**src/rtl/lsu_mem_access.sv**
```systemverilog
// Load/store unit: runs one req/ack data-memory transaction per load/store and
// stalls the core until it completes, faults or times out.
module lsu_mem_access #(
  parameter int TIMEOUT = 16
) (
  input  logic        clk,
  input  logic        rst_n,
  input  logic        start,
  input  logic        mem_wr,
  input  logic [2:0]  mem_op,
  input  logic [31:0] addr,
  input  logic [31:0] wdata,
  output logic        stall,
  output logic        done,
  output logic [31:0] rdata,
  output logic        misalign,
  output logic        timeout,
  output logic        bus_req,
  output logic        bus_we,
  output logic [31:0] bus_addr,
  output logic [3:0]  bus_wstrb,
  output logic [31:0] bus_wdata,
  input  logic        bus_ack,
  input  logic [31:0] bus_rdata
);

  typedef enum logic [1:0] {
    IDLE = 2'd0,
    REQ  = 2'd1,
    DONE = 2'd2
  } state_t;

  state_t      state_r, state_nxt_s;
  logic        we_r;
  logic [2:0]  op_r;
  logic [1:0]  off_r;
  logic [31:0] cnt_r;
  logic        fault_s;
  logic        tmo_hit_s;

  // Illegal op for the direction, or address not aligned to the access size.
  function automatic logic op_fault(input logic wr, input logic [2:0] op, input logic [1:0] o);
    logic bad;
    case (op)
      3'b000:  bad = (o != 2'b00);
      3'b001:  bad = 1'b0;
      3'b010:  bad = o[0];
      3'b101:  bad = wr;
      3'b110:  bad = wr | o[0];
      default: bad = 1'b1;
    endcase
    return bad;
  endfunction

  function automatic logic [3:0] lane_strb(input logic [2:0] op, input logic [1:0] o);
    logic [3:0] s;
    case (op[1:0])
      2'b00:   s = 4'b1111;
      2'b01:   s = 4'b0001 << o;
      2'b10:   s = o[1] ? 4'b1100 : 4'b0011;
      default: s = 4'b0000;
    endcase
    return s;
  endfunction

  function automatic logic [31:0] lane_wdata(input logic [2:0] op, input logic [31:0] d);
    logic [31:0] r;
    case (op[1:0])
      2'b01:   r = {4{d[7:0]}};
      2'b10:   r = {2{d[15:0]}};
      default: r = d;
    endcase
    return r;
  endfunction

  function automatic logic [31:0] load_extend(input logic [2:0] op, input logic [1:0] o,
                                              input logic [31:0] d);
    logic [31:0] sb, sh, r;
    sb = d >> {o, 3'b000};
    sh = d >> {o[1], 4'b0000};
    case (op)
      3'b000:  r = d;
      3'b001:  r = {{24{sb[7]}}, sb[7:0]};
      3'b010:  r = {{16{sh[15]}}, sh[15:0]};
      3'b101:  r = {24'd0, sb[7:0]};
      3'b110:  r = {16'd0, sh[15:0]};
      default: r = 32'd0;
    endcase
    return r;
  endfunction

  assign fault_s = op_fault(mem_wr, mem_op, addr[1:0]);
  assign stall   = start & (state_r != DONE);

  // Abort condition: the last permitted REQ cycle passes without an ack.
  always_comb begin
    tmo_hit_s = 1'b0;
    if (TIMEOUT > 0) begin
      tmo_hit_s = (cnt_r == 32'(TIMEOUT - 1));
    end else begin
      tmo_hit_s = 1'b0;
    end
  end

  // Next-state logic.
  always_comb begin
    state_nxt_s = state_r;
    case (state_r)
      IDLE: begin
        if (start) begin
          state_nxt_s = fault_s ? DONE : REQ;
        end else begin
          state_nxt_s = IDLE;
        end
      end
      REQ: begin
        if (bus_ack || tmo_hit_s) begin
          state_nxt_s = DONE;
        end else begin
          state_nxt_s = REQ;
        end
      end
      DONE:    state_nxt_s = IDLE;
      default: state_nxt_s = IDLE;
    endcase
  end

  // State register.
  always_ff @(posedge clk or negedge rst_n) begin
    if (!rst_n) begin
      state_r <= IDLE;
    end else begin
      state_r <= state_nxt_s;
    end
  end

  // Registered bus outputs, latched access attributes and result flags.
  always_ff @(posedge clk or negedge rst_n) begin
    if (!rst_n) begin
      done      <= 1'b0;
      rdata     <= 32'd0;
      misalign  <= 1'b0;
      timeout   <= 1'b0;
      bus_req   <= 1'b0;
      bus_we    <= 1'b0;
      bus_addr  <= 32'd0;
      bus_wstrb <= 4'd0;
      bus_wdata <= 32'd0;
      we_r      <= 1'b0;
      op_r      <= 3'd0;
      off_r     <= 2'd0;
      cnt_r     <= 32'd0;
    end else begin
      done    <= (state_nxt_s == DONE);
      bus_req <= (state_nxt_s == REQ);
      case (state_r)
        IDLE: begin
          if (start) begin
            we_r      <= mem_wr;
            op_r      <= mem_op;
            off_r     <= addr[1:0];
            bus_we    <= mem_wr;
            bus_addr  <= {addr[31:2], 2'b00};
            bus_wstrb <= (mem_wr && !fault_s) ? lane_strb(mem_op, addr[1:0]) : 4'b0000;
            bus_wdata <= lane_wdata(mem_op, wdata);
            misalign  <= fault_s;
            timeout   <= 1'b0;
            cnt_r     <= 32'd0;
          end
        end
        REQ: begin
          if (bus_ack) begin
            if (!we_r) begin
              rdata <= load_extend(op_r, off_r, bus_rdata);
            end
          end else if (tmo_hit_s) begin
            timeout <= 1'b1;
            rdata   <= 32'd0;
          end else begin
            cnt_r <= cnt_r + 32'd1;
          end
        end
        default: begin
        end
      endcase
    end
  end

endmodule

```
**config.mk**
```make
export PLATFORM = sky130hd
export DESIGN_NAME = lsu_mem_access
export DESIGN_NICKNAME = d
export VERILOG_FILES = /design/src/rtl/lsu_mem_access.sv
export SDC_FILE = /design/constraint.sdc
export NUM_CORES = 1
export LEC_CHECK = 0
export ABC_AREA = 1
export ABC_CLOCK_PERIOD_IN_PS = 4600
export CELL_PAD_IN_SITES_DETAIL_PLACEMENT = 0
export CELL_PAD_IN_SITES_GLOBAL_PLACEMENT = 1
export CORE_MARGIN = 5
export CORE_UTILIZATION = 30
export CTS_BUF_LIST = sky130_fd_sc_hd__clkbuf_16
export DETAILED_ROUTE_END_ITERATION = 10
export PLACE_DENSITY = 0.82
export SYNTH_ARGS = -nofsm -noshare
export SYNTH_HDL_FRONTEND = slang
export SYNTH_SLANG_ARGS = --single-unit
```
**constraint.sdc**
```tcl
create_clock -name clk -period 4.6 [get_ports clk]
set_input_delay 1.38 -clock clk [delete_from_list [all_inputs] [get_ports clk]]
set_output_delay 1.38 -clock clk [all_outputs]
set_load 0.02 [all_outputs]
```
==> run metrics, run 1 <==
outcome=finished clean; post-CTS setup buffer count=0; Cells after DPL=1641; most common cell after layout, fill and taps aside=nand2_1; CP most frequent cell=clkdlybuf4s50_1; Die Y=171.6 um; Endpoint, Worst Hold=rdata[12]$_DFFE_PN0P_; P&R area growth vs syn=36.41%; CTS hold repair buffers=0; die area=29460 um^2; Core ar.=25910 um^2; Mapped Cells=1141; largest family of logic cells by synthesized area=simple AND/OR/NAND/NOR gates; GR Util met3=0.05746; Worst-Margin Slew=0.8469 ns; Tot GR Track Use=0.1707; fin cells=1673; Post-route DRC=0; Sw Ratio=0.3997; Antenna diodes=0; width of the die=171.6 um; setup TNS=0 ns; initial antenna violation count=0; vias in the first global route=7555; Comb pwr share=0.425; Net Switching=2.208 mW; fmax=238.4 MHz; area share of fa/ha/maj cells after synthesis=0.007982; crit path max fanout=2; skew final=0.01747 ns; Longest Clk Path Bufs=2; most frequent cells in the layout=nand2_1, clkdlybuf4s50_1, dfrtp_1; syn_area_per_cell=6.869 um^2; ratio of final minimum period to clock period=0.9118; CTS tree=built; DRT antenna net count=0; Crit path buffers/inverters=2; Power Dens Cells=516.8 nW/um^2; Lkg Pwr=5.069 nW; DR WL/cell=14.94 um; root buffer cell=clkbuf_16; vias post-DR=7757; cts repair resizes=0; final WL=25000 um; I/O Pins=210; worst-path cell chain=clkdlybuf4s50_1 -> a21boi_0 -> clkdlybuf4s50_1; CTS clock-pin slew for the worst setup and hold paths=0.06 ns; total placed instance area=10150 um^2; CP endpoint kind=output port; GPL Wtd Cong=0.8581; R2R depth=10; met1 usage=0.2293; largest net degree at the start of global routing=80; nets@finish=1434; max-cap violations=0; kind of critical path=primary input to output port; maximum VDD drop=0.0002718 V; Distinct cells, synth=34; Clk pwr share=0.234; max-slew violations=0; Synth Area in Simple Gates=0.3640; Rows=59; filler instances=2695; design area=10690 um^2; max_slew headroom=0.4340; Setup WS post-layout=0.4057 ns; Worst Hold Launch=rdata[12]$_DFFE_PN0P_; Seq pwr share=0.341; mux contribution to synthesized area=0; sequential area share after synthesis=0.4534; I/O Buffers=207; worst min path class=flip-flop to flip-flop; post-synth design cell area=7838 um^2; drt pass-1 iters=5; reg-to-reg setup timing slack=1.97 ns; Yosys warnings=0; vias per cell=4.637; pre-CTS WS=0.4044 ns; hold slack=0.4732 ns; Pint=3.317 mW; final core utilization=0.4126; share of post-route cells with drive strength above 1=0.03886; met2 global-route usage=0.2625; Power Total=5.525 mW; final-report setup violation count=0; Critical Path RT=3.22 ns; CP peak stage delay=0.66 ns; initial core utilization=0.3025; busiest metal layer after global routing=met2; Worst R2R Start=off_r[1]$_DFFE_PN0P_; RR Endpoint=rdata[22]$_DFFE_PN0P_; initial DRC count=411; CP Data Arrival Time=2.81 ns; final hold violations=0; crit path time final=4.194 ns; first-pass GRT wire length=40130 um; #FFs+latches synth=142; Synth Area in Compound Gates=0.08828; Synth Area in XOR/XNOR=0.01341; DP HPWL=17840 um; RSZ-0062 raised after global routing=no; number of H-tree levels=4; hold depth=2; startpoint types=primary input; clk_lat worst skew=0.43 ns; cell family with most CP delay=buffers and inverters; GRT Residual Overflow=0; Num CTS Buffers=17; Critical Path Slowest Stage Cell=clkdlybuf4s50_1; clock net sink count=142
-- synth_stat cells, drive strengths merged --
master	count	share of area
a22oi	2	0.0019
nor3	1	0.00064
a21oi	50	0.032
ha	5	0.0080
nor3b	1	0.00096
xor2	5	0.0056
nand4	1	0.00080
nand3	93	0.060
buf	19	0.017
a22o	5	0.0056
dfrtp	142	0.45
nand2	481	0.23
nor2	136	0.066
xnor2	7	0.0078
inv	85	0.041
or2	4	0.0032
o21ai	62	0.040
clkbuf	31	0.015
o31ai	4	0.0038
o22ai	5	0.0040
conb	1	0.00048
a21boi	1	0.00096
-- cell type report --
class,count,area (um^2),area share
Clock buffer,17,425.4,0.03979
Clock inverter,15,113.9,0.01065
Inverter,85,319.1,0.02984
Multi-Input combinational cell,865,3722,0.3482
Sequential cell,142,3553,0.3324
Tap cell,335,419.2,0.03920
Timing Repair Buffer,214,2138,0.2000
-- worst max-delay path by stage --
stage	endpoint	cells after the start	from
detailed placement	stall	3	start
global route	stall	3	start
global placement	stall	3	start
finish	stall	3	start
CTS	stall	3	start
floorplan	stall	1	start
-- flip-flops by register name, summed over array words and instances, names as in the netlist --
signal / cells
we_r: 1
op_r: 3
misalign: 1
bus_addr: 30
done: 1
state_r: 2
bus_wstrb: 4
cnt_r: 32
rdata: 32
off_r: 2
timeout: 1
bus_req: 1
bus_wdata: 32
-- routing by layer --
metal,share of wire,routed length (um),up-vias
met5,0,0,-
met4,0.016,405,0
met3,0.089,2213,24
met2,0.44,11010,240
met1,0.45,11370,3561
li1,-,-,3932
-- tightest hold or removal path, delay by kind of cell (launching register included) --
family        cells  cell delay [ns]
flops             1             0.34
simple gates      2             0.09
-- power groups by stage --
| stage | clock network [mW] | logic (mW) | registers (mW) |
|---|---|---|---|
| detailed placement | 0 | 2.38 | 1.89 |
| global placement | 0 | 2.36 | 1.89 |
| CTS | 1.33 | 2.38 | 1.89 |
| floorplan | 0 | 0.860 | 2.29 |
| finish | 1.29 | 2.35 | 1.88 |
| global route | 1.38 | 2.59 | 1.94 |
-- cell families (layout without fill, tap and decap cells) --
family	Yosys count	after routing
other	1	2
AO/OA/AOI/OAI	129	129
flip-flops	142	142
buffers and inverters	135	331
AND/OR/NAND/NOR	717	717
adder cells (fa/ha/maj)	5	5
XOR/XNOR	12	12
No activity file was read; power rests on OpenSTA's default activity.
==> run 2: changes to the inputs <==
CTS_BUF_LIST = sky130_fd_sc_hd__clkbuf_2   (was sky130_fd_sc_hd__clkbuf_16)
CTS_CLUSTER_DIAMETER = 120   (was not set)
==> run metrics, run 2 (same netlist as run 1, synthesis figures left out) <==
Worst R2R Start=off_r[1]$_DFFE_PN0P_ (unchanged); cts repair resizes=0 (unchanged); I/O Pins=210 (unchanged); final hold violations=0 (unchanged); CTS clock-pin slew for the worst setup and hold paths=0.22 ns (was 0.06 ns); Lkg Pwr=4.928 nW (was 5.069 nW); Power Dens Cells=472.8 nW/um^2 (was 516.8 nW/um^2); root buffer cell=clkbuf_2 (was clkbuf_16); nets@finish=1434 (unchanged); I/O Buffers=207 (unchanged); crit path time final=4.200 ns (was 4.194 ns); first-pass GRT wire length=39990 um (was 40130 um); setup TNS=0 ns (unchanged); Tot GR Track Use=0.1692 (was 0.1707); Worst Setup EP=stall (unchanged); hold slack=0.5028 ns (was 0.4732 ns); Post-route DRC=0 (unchanged); Die Y=171.6 um (unchanged); die area=29460 um^2 (unchanged); DRT antenna net count=0 (unchanged); vias per cell=4.633 (was 4.637); initial DRC count=436 (was 411); Clk pwr share=0.138 (was 0.234); width of the die=171.6 um (unchanged); P&R area growth vs syn=32.17% (was 36.41%); RR Endpoint=rdata[22]$_DFFE_PN0P_ (unchanged); Comb pwr share=0.479 (was 0.425); CP endpoint kind=output port (unchanged); fin cells=1675 (was 1673); most frequent cells in the layout=nand2_1, clkdlybuf4s50_1, dfrtp_1 (unchanged); CP Data Arrival Time=2.82 ns (was 2.81 ns); GRT Residual Overflow=0 (unchanged); final WL=24780 um (was 25000 um); Top Registers=bus_wdata x32, cnt_r x32, rdata x32 (unchanged); kind of critical path=primary input to output port (unchanged); initial antenna violation count=1 (was 0); Worst-Margin Slew=0.8320 ns (was 0.8469 ns); R2R depth=10 (unchanged); Rows=59 (unchanged); vias post-DR=7760 (was 7757); clk_lat worst skew=0.70 ns (was 0.43 ns); ratio of final minimum period to clock period=0.9130 (was 0.9118); most common cell after layout, fill and taps aside=nand2_1 (unchanged); Pint=2.769 mW (was 3.317 mW); GPL Wtd Cong=0.8581 (unchanged); DP HPWL=17840 um (unchanged); Net Switching=2.129 mW (was 2.208 mW); Num CTS Buffers=17 (unchanged); filler instances=2723 (was 2695); max-slew violations=0 (unchanged); area occupied by multi-input gates=3722 um^2 (unchanged); CTS tree=built (unchanged); Storage cell area=3553 um^2 (unchanged); outcome=finished clean (unchanged); Sw Ratio=0.4346 (was 0.3997); final-report setup violation count=0 (unchanged); crit path max fanout=2 (unchanged); maximum VDD drop=0.0002552 V (was 0.0002718 V); Core ar.=25910 um^2 (unchanged); Seq pwr share=0.383 (was 0.341); Longest Clk Path Bufs=2 (unchanged); CP Launch Point=start (unchanged); share of post-route cells with drive strength above 1=0.04036 (was 0.03886); worst min path class=flip-flop to flip-flop (unchanged); fmax=238.1 MHz (was 238.4 MHz); RSZ-0062 raised after global routing=no (unchanged); number of H-tree levels=4 (unchanged); DR WL/cell=14.79 um (was 14.94 um); largest net degree at the start of global routing=80 (unchanged); vias in the first global route=7560 (was 7555); max_slew headroom=0.4440 (was 0.4340); reg-to-reg setup timing slack=1.98 ns (was 1.97 ns); Cells after DPL=1641 (unchanged); clock net sink count=142 (unchanged); CTS hold repair buffers=0 (unchanged); startpoint types=primary input (unchanged); initial core utilization=0.3025 (unchanged); Critical Path RT=3.22 ns (about the same); max-cap violations=0 (unchanged); drt pass-1 iters=5 (unchanged); post-CTS setup buffer count=0 (unchanged); skew final=0.04867 ns (was 0.01747 ns)
-- run 2: final cells by class --
class | instances | share of cell area
multi-input cells | 865 | 0.3593
flip-flops and latches | 142 | 0.3430
repair buffers | 214 | 0.2064
well taps | 335 | 0.04046
inverters | 85 | 0.03080
clock inverters | 13 | 0.01027
clock buffers | 19 | 0.009180
diodes | 2 | 0.0004831
-- run 2: worst min-delay path by stage --
| stage | from | to | slack, ns | cells after the start |
|---|---|---|---|---|
| after floorplan | op_r[0]$_DFFE_PN0P_ | op_r[0]$_DFFE_PN0P_ | 0.50 | 2 |
| after global placement | rdata[6]$_DFFE_PN0P_ | rdata[6]$_DFFE_PN0P_ | 0.46 | 2 |
| after detailed placement | rdata[2]$_DFFE_PN0P_ | rdata[2]$_DFFE_PN0P_ | 0.46 | 2 |
| after CTS | rdata[2]$_DFFE_PN0P_ | rdata[2]$_DFFE_PN0P_ | 0.51 | 2 |
| after global routing | rdata[2]$_DFFE_PN0P_ | rdata[2]$_DFFE_PN0P_ | 0.52 | 2 |
| final | rdata[4]$_DFFE_PN0P_ | rdata[4]$_DFFE_PN0P_ | 0.50 | 2 |
-- run 2: per-stage QoR --
step,total power [mW],worst slack (ns),util,area [um^2]
final,4.898,0.4003,0.3998,10360
after global routing,5.284,0.3324,0.3998,10360
after CTS,4.976,0.3853,0.3996,10350
after detailed placement,4.266,0.4044,0.3918,10150
after global placement,4.257,0.4358,0.3918,10150
after floorplan,3.151,1.331,-,7841
-- run 2: critical path, stage by stage --
cell	delay [ns]
clkdlybuf4s50_1	0.50
a21boi_0	0.27
clkdlybuf4s50_1	0.67
-- run 2: layer usage --
metal,wire length [um],part of all wire,GRT usage,up-vias
met2,10970,0.44,0.2624,254
met3,2390,0.096,0.06160,18
met4,296,0.012,0.03858,0
li1,-,-,-,3937
met1,11120,0.45,0.2271,3551
met5,0,0,0,-
-- run 2: power groups by stage --
stage               clock (mW)  sequential [mW]  combinational, mW
floorplan                    0             2.29              0.860
global placement             0             1.89               2.36
detailed placement           0             1.89               2.38
CTS                      0.714             1.88               2.38
global route             0.760             1.93               2.59
finish                   0.675             1.88               2.35
